### config.mk
export PLATFORM = sky130hd
export DESIGN_NAME = mem_port_arbiter
export DESIGN_NICKNAME = d
export VERILOG_FILES = /design/src/rtl/mem_port_arbiter.sv
export SDC_FILE = /design/constraint.sdc
export NUM_CORES = 1
export LEC_CHECK = 0
export BUFFER_PORTS_ARGS = -buffer_cell sky130_fd_sc_hd__clkbuf_2
export CAP_MARGIN = 20
export CORE_ASPECT_RATIO = 1.2
export CORE_MARGIN = 5
export CORE_UTILIZATION = 42
export CTS_CLUSTER_DIAMETER = 40
export DETAILED_ROUTE_END_ITERATION = 16
export PLACE_DENSITY = 0.74
export SLEW_MARGIN = 0
export SYNTH_ARGS = -nofsm -noshare
export SYNTH_HDL_FRONTEND = slang
export SYNTH_SLANG_ARGS = --single-unit
### constraint.sdc
create_clock -name clk -period 3.8 [get_ports clk]
set_input_delay 0.38 -clock clk [delete_from_list [all_inputs] [get_ports clk]]
set_output_delay 0.38 -clock clk [all_outputs]
set_load 0.02 [all_outputs]
### src/rtl/mem_port_arbiter.sv
// ---------------------------------------------------------------------------
// mem_port_arbiter
//
// Shares the core's single memory port between instruction fetch and the
// load/store unit. One transaction is outstanding at a time; each grant is
// registered, so mem_* outputs stay stable until the memory acknowledges.
//
// Priority: data normally wins a contended grant. A streak counter tracks
// consecutive data grants made while fetch was also eligible. Once it reaches
// MAX_D_STREAK, fetch wins the next contended grant. A fetch redirect
// (if_flush_i) makes fetch ineligible in IDLE. During BUSY_IF it marks the
// in-flight fetch so its response is dropped. The bus transaction itself
// always runs to completion.
//
// Ports
//   clk, reset      core clock, asynchronous active-high reset
//   if_req_i        fetch request (level), if_addr_i fetch address
//   if_flush_i      fetch redirect; cancels pending/in-flight fetch response
//   if_rvalid_o     one-cycle pulse with if_rdata_o
//   if_stall_o      fetch requester must stall
//   d_req_i         data request (level), d_we_i store flag
//   d_addr_i        data address, d_wdata_i store data
//   d_rvalid_o      one-cycle pulse: load data valid / store done
//   d_rdata_o       load data
//   d_stall_o       data requester must stall
//   mem_req_o       memory transaction active
//   mem_we_o        write enable, mem_addr_o / mem_wdata_o registered
//   mem_ack_i       one-cycle completion pulse, mem_rdata_i valid with it
// ---------------------------------------------------------------------------
module mem_port_arbiter #(
  parameter int ADDR_W       = 32,
  parameter int DATA_W       = 32,
  parameter int MAX_D_STREAK = 4
) (
  input  logic              clk,
  input  logic              reset,

  input  logic              if_req_i,
  input  logic [ADDR_W-1:0] if_addr_i,
  input  logic              if_flush_i,
  output logic              if_rvalid_o,
  output logic [DATA_W-1:0] if_rdata_o,
  output logic              if_stall_o,

  input  logic              d_req_i,
  input  logic              d_we_i,
  input  logic [ADDR_W-1:0] d_addr_i,
  input  logic [DATA_W-1:0] d_wdata_i,
  output logic              d_rvalid_o,
  output logic [DATA_W-1:0] d_rdata_o,
  output logic              d_stall_o,

  output logic              mem_req_o,
  output logic              mem_we_o,
  output logic [ADDR_W-1:0] mem_addr_o,
  output logic [DATA_W-1:0] mem_wdata_o,
  input  logic              mem_ack_i,
  input  logic [DATA_W-1:0] mem_rdata_i
);

  localparam int SW = $clog2(MAX_D_STREAK + 1);
  localparam logic [SW-1:0] STREAK_MAX = SW'(MAX_D_STREAK);
  localparam logic [SW-1:0] STREAK_ONE = SW'(1);

  typedef enum logic [1:0] {
    ST_IDLE    = 2'd0,
    ST_BUSY_IF = 2'd1,
    ST_BUSY_D  = 2'd2
  } state_e;

  state_e            state_q, state_d;
  logic [SW-1:0]     streak_q, streak_d;
  logic              drop_q, drop_d;
  logic              mem_req_q, mem_req_d;
  logic              mem_we_q, mem_we_d;
  logic [ADDR_W-1:0] mem_addr_q, mem_addr_d;
  logic [DATA_W-1:0] mem_wdata_q, mem_wdata_d;
  logic              if_rvalid_q, if_rvalid_d;
  logic              d_rvalid_q, d_rvalid_d;
  logic [DATA_W-1:0] if_rdata_q, if_rdata_d;
  logic [DATA_W-1:0] d_rdata_q, d_rdata_d;

  logic              if_elig;
  logic              d_elig;

  // A requester whose response is being returned this cycle is still holding
  // its level request; masking with rvalid stops it from being regranted.
  assign if_elig = if_req_i & ~if_rvalid_q & ~if_flush_i;
  assign d_elig  = d_req_i & ~d_rvalid_q;

  always_comb begin
    state_d     = state_q;
    streak_d    = streak_q;
    drop_d      = drop_q;
    mem_req_d   = mem_req_q;
    mem_we_d    = mem_we_q;
    mem_addr_d  = mem_addr_q;
    mem_wdata_d = mem_wdata_q;
    if_rvalid_d = 1'b0;
    d_rvalid_d  = 1'b0;
    if_rdata_d  = if_rdata_q;
    d_rdata_d   = d_rdata_q;

    case (state_q)
      ST_IDLE: begin
        // Data wins unless fetch is also waiting and the streak is used up.
        // mem_ack_i is ignored here.
        if (d_elig && !(if_elig && (streak_q >= STREAK_MAX))) begin
          state_d     = ST_BUSY_D;
          mem_req_d   = 1'b1;
          mem_we_d    = d_we_i;
          mem_addr_d  = d_addr_i;
          mem_wdata_d = d_wdata_i;
          if (if_elig) begin
            streak_d = streak_q + STREAK_ONE;
          end
        end else if (if_elig) begin
          state_d    = ST_BUSY_IF;
          mem_req_d  = 1'b1;
          mem_we_d   = 1'b0;
          mem_addr_d = if_addr_i;
          streak_d   = '0;
        end
      end

      ST_BUSY_IF: begin
        if (if_flush_i) begin
          drop_d = 1'b1;
        end
        if (mem_ack_i) begin
          state_d   = ST_IDLE;
          mem_req_d = 1'b0;
          drop_d    = 1'b0;
          // A flush in the ack cycle itself also kills the response.
          if (!(drop_q || if_flush_i)) begin
            if_rvalid_d = 1'b1;
            if_rdata_d  = mem_rdata_i;
          end
        end
      end

      ST_BUSY_D: begin
        if (mem_ack_i) begin
          state_d    = ST_IDLE;
          mem_req_d  = 1'b0;
          d_rvalid_d = 1'b1;
          d_rdata_d  = mem_rdata_i;
        end
      end

      default: begin
        state_d   = ST_IDLE;
        mem_req_d = 1'b0;
        drop_d    = 1'b0;
      end
    endcase

    // The streak only counts while fetch is actually asking.
    if (!if_req_i) begin
      streak_d = '0;
    end
  end

  always_ff @(posedge clk or posedge reset) begin
    if (reset) begin
      state_q     <= ST_IDLE;
      streak_q    <= '0;
      drop_q      <= 1'b0;
      mem_req_q   <= 1'b0;
      mem_we_q    <= 1'b0;
      mem_addr_q  <= '0;
      mem_wdata_q <= '0;
      if_rvalid_q <= 1'b0;
      d_rvalid_q  <= 1'b0;
      if_rdata_q  <= '0;
      d_rdata_q   <= '0;
    end else begin
      state_q     <= state_d;
      streak_q    <= streak_d;
      drop_q      <= drop_d;
      mem_req_q   <= mem_req_d;
      mem_we_q    <= mem_we_d;
      mem_addr_q  <= mem_addr_d;
      mem_wdata_q <= mem_wdata_d;
      if_rvalid_q <= if_rvalid_d;
      d_rvalid_q  <= d_rvalid_d;
      if_rdata_q  <= if_rdata_d;
      d_rdata_q   <= d_rdata_d;
    end
  end

  assign if_rvalid_o = if_rvalid_q;
  assign if_rdata_o  = if_rdata_q;
  assign if_stall_o  = if_req_i & ~if_rvalid_q;

  assign d_rvalid_o  = d_rvalid_q;
  assign d_rdata_o   = d_rdata_q;
  assign d_stall_o   = d_req_i & ~d_rvalid_q;

  assign mem_req_o   = mem_req_q;
  assign mem_we_o    = mem_we_q;
  assign mem_addr_o  = mem_addr_q;
  assign mem_wdata_o = mem_wdata_q;

endmodule

==> impl_metrics.py <==
metrics = {
    "status": {
        "status": "finished, final reports clean",
    },
    "final_layout": {
        "drive_gt1_share_pct": 60.1,
        "area_growth_pct": 34.8,
        "finalNetCount": 809,
        "num_antenna_cells": 0,
    },
    "logic_synthesis": {
        "ys_seq_area_share_pct": 59.1,
        "synth.distinct_cells": 34,
        "postSynth.asyncResetShare_pct": 100,
        "ys_warn_count": 0,
        "synthesis.nets": 545,
        "synth-main-ff-cell": "dfrtp_1",
        "syn_area_per_cell_um2": 14.4,
        "ys_seq_elements": 138,
        "synth-edff-count": 0,
        "syn_inst": 406,
        "synth_area_mm2": 0.00585,
    },
    "routing": {
        "wl_met2_mm": 8.51,
        "route.final.wire_length_mm": 16.3,
        "routed.top_layer": "met4",
        "postRouteAntennaNets": 0,
        "vias": 4604,
        "wl_per_cell_um": 19.1,
        "first_pass_iters": 5,
        "first_iter_violations": 243,
        "viasPerCell": 5.40,
        "dr_wl_met3_mm": 1.42,
        "m1WireLength_mm": 6.02,
        "drc": 0,
    },
    "critical_path": {
        "r2r_slack_ns": 1.47,
        "critPathKind": "flip-flop to flip-flop",
        "cp-startpoint": "state_q[0]",
        "rr_endpoint": "mem_addr_o[13]",
        "required_ns": 4.08,
        "ff2ff_path_depth": 7,
        "cp_cell_sequence": "inv_1, ha_1, nand4bb_1, buf_4, nand2_1, buf_4, a2bb2oi_1",
        "crit_path_max_incr_delay_ns": 0.44,
        "crit_path_max_fanout": 39,
        "arrival_ns": 2.60,
        "crit_path_frequent_cell": "buf_4",
        "slowest_stage": "nand2_1",
        "cp-end-kind": "flip-flop",
        "cp-endpoint": "mem_addr_o[13]",
        "start_kind": "flip-flop",
        "reg2reg_from": "state_q[0]",
    },
    "sta": {
        "worst_pin_slew_ns": 0.669,
        "finalCritPeriodShare_pct": 61.2,
        "finalSetupViolCount": 0,
        "period_minus_slack_ns": 2.33,
        "relSlewSlack_pct": 55.4,
        "fmax_mhz": 430,
        "holdWs_ns": 0.185,
        "clock_skew_ns": 0.00740,
        "rsz0062_at_grt": "false",
        "tns_ns": 0,
        "hold_viol_final": 0,
        "finalMaxSlewViolations": 0,
    },
    "power_and_ir_drop": {
        "ir_drop_uv": 594,
        "p_leak_nw": 3.94,
        "clkPwrFrac_pct": 20.3,
        "combPwrFrac_pct": 44.1,
        "power_switching_mw": 2.86,
        "swShare_pct": 39.1,
        "p_seq_share_pct": 35.5,
        "powerDensity_mw_per_mm2": 931,
        "p_int_mw": 4.47,
    },
    "global_routing": {
        "grt_pass1_wl_mm": 26.4,
        "antenna_found_initial": 0,
        "grt_overflow": 0,
        "grt_max_degree": 87,
        "grt_pass1_vias": 5145,
        "grt_usage_pct": 19.8,
    },
    "floorplan": {
        "die_w_um": 118,
        "core_mm2": 0.0138,
        "rows": 47,
        "initial_utilization_pct": 42.5,
        "ios": 269,
        "dieArea_mm2": 0.0164,
        "die_h_um": 139,
    },
    "cts": {
        "clock_sinks": 138,
        "cts_resized": 0,
        "tritoncts": "done",
        "clk_path_buf_depth": 2,
        "root_buffer": "clkbuf_16",
        "clkTransAtPathRegs_ns": 0.06,
        "htree_levels": 4,
        "insertion_delay_ns": 0.41,
        "cts-buffers-inserted": 17,
    },
    "placement": {
        "io_buffer_count": 268,
        "place.gp.congestion": 0.850,
        "dp_hpwl_mm": 11.8,
    },
    "run": {
        "maxCapViolCount": 0,
    },
    "worst_hold_path": {
        "hold_class": "input pin to flip-flop",
        "hp-start": "d_we_i",
    },
}
[cell usage in the layout (no fill, tap or decap), types with 4 or more instances in the layout]
cell	count
ha_1	4
o21ai_0	32
mux2_2	68
a2bb2oi_1	32
mux2_4	28
inv_1	6
buf_4	9
dfrtp_1	138
clkinvlp_4	5
clkinv_2	4
a32oi_1	32
clkbuf_16	17
clkbuf_2	268
[routing by layer]
metal / vias up / track usage (%)
met5: - / 0
met1: 2291 / 21.5
met2: 221 / 34.2
met4: 0 / 7.79
met3: 30 / 8.08
li1: 2062 / -
[synth_stat cells, types with 3 or more instances]
cell         n  area share, %
ha_1         4           0.86
a2bb2oi_1   32            4.8
nand3_1      3           0.26
buf_2       16            1.4
o21ai_0     32            2.7
dfrtp_1    138             59
inv_1        7           0.45
buf_6        3           0.58
a32oi_1     32            4.8
buf_4        4           0.51
mux2_4      28            7.2
mux2_2      68             13
nor2_1       3           0.19
clkbuf_1    10           0.64
[registers in the layout (all words and copies together), names as in the netlist]
name         flops
streak_q         3
if_rvalid_o      1
d_rvalid_o       1
state_q          2
mem_req_o        1
if_rdata_o      32
mem_we_o         1
mem_addr_o      32
mem_wdata_o     32
d_rdata_o       32
drop_q           1
[worst max-delay path: cells and delay by family (launching register included)]
family / cells / cell delay, ns
buffers and inverters: 3 / 0.80
adders and majority gates: 1 / 0.28
DFF: 1 / 0.36
and+or+nand+nor: 2 / 0.57
AOI/OAI and AO/OA: 1 / 0.15
[layout make-up]
cell class	count	area, µm²
fillers	1155	5880
flip-flops and latches	138	3450
multi-input cells	226	2190
repair buffers	279	1450
clock buffers	21	470
well taps	171	214
clock inverters	10	71.3
inverters	8	35.0
[worst min path at each step]
stage / cells after the start / to
6_report: 3 / mem_we_o
5_1_grt: 2 / mem_wdata_o[16]
4_1_cts: 3 / mem_we_o
3_5_place_dp: 1 / mem_we_o
3_3_place_gp: 1 / streak_q[0]
2_1_floorplan: 1 / streak_q[0]
[metrics by stage]
stage	util [%]	cells	instance area (µm²)	total power, mW	setup slack, ns
finish	57.3	853	7880	7.34	1.47
global route	57.3	853	7880	7.76	1.32
CTS	57.0	851	7840	7.42	1.52
detailed placement	53.1	820	7300	5.89	1.52
global placement	53.1	820	7300	5.77	1.66
floorplan	-	406	5850	4.73	1.70
[repair_timing]
action                                 4_1_cts  5_1_grt
hold buffers                                 0        1
setup buffers                                0        0
endpoints found under the hold margin        0       11
[cell families after synthesis]
kind of cell | share of synthesized area (%)
adders and majority gates | 0.856
AOI/OAI and AO/OA | 13.5
DFF | 59.1
buffers and inverters | 3.72
and+or+nand+nor | 2.53
muxes | 20.3
[power by group through the flow]
stage	Sequential (mW)	Clock [mW]	Combinational, mW
2_1_floorplan	3.43	0	1.30
3_3_place_gp	2.60	0	3.17
3_5_place_dp	2.62	0	3.27
4_1_cts	2.61	1.54	3.27
5_1_grt	2.70	1.60	3.46
6_report	2.61	1.49	3.24
Power figures use the tool's default switching activity.
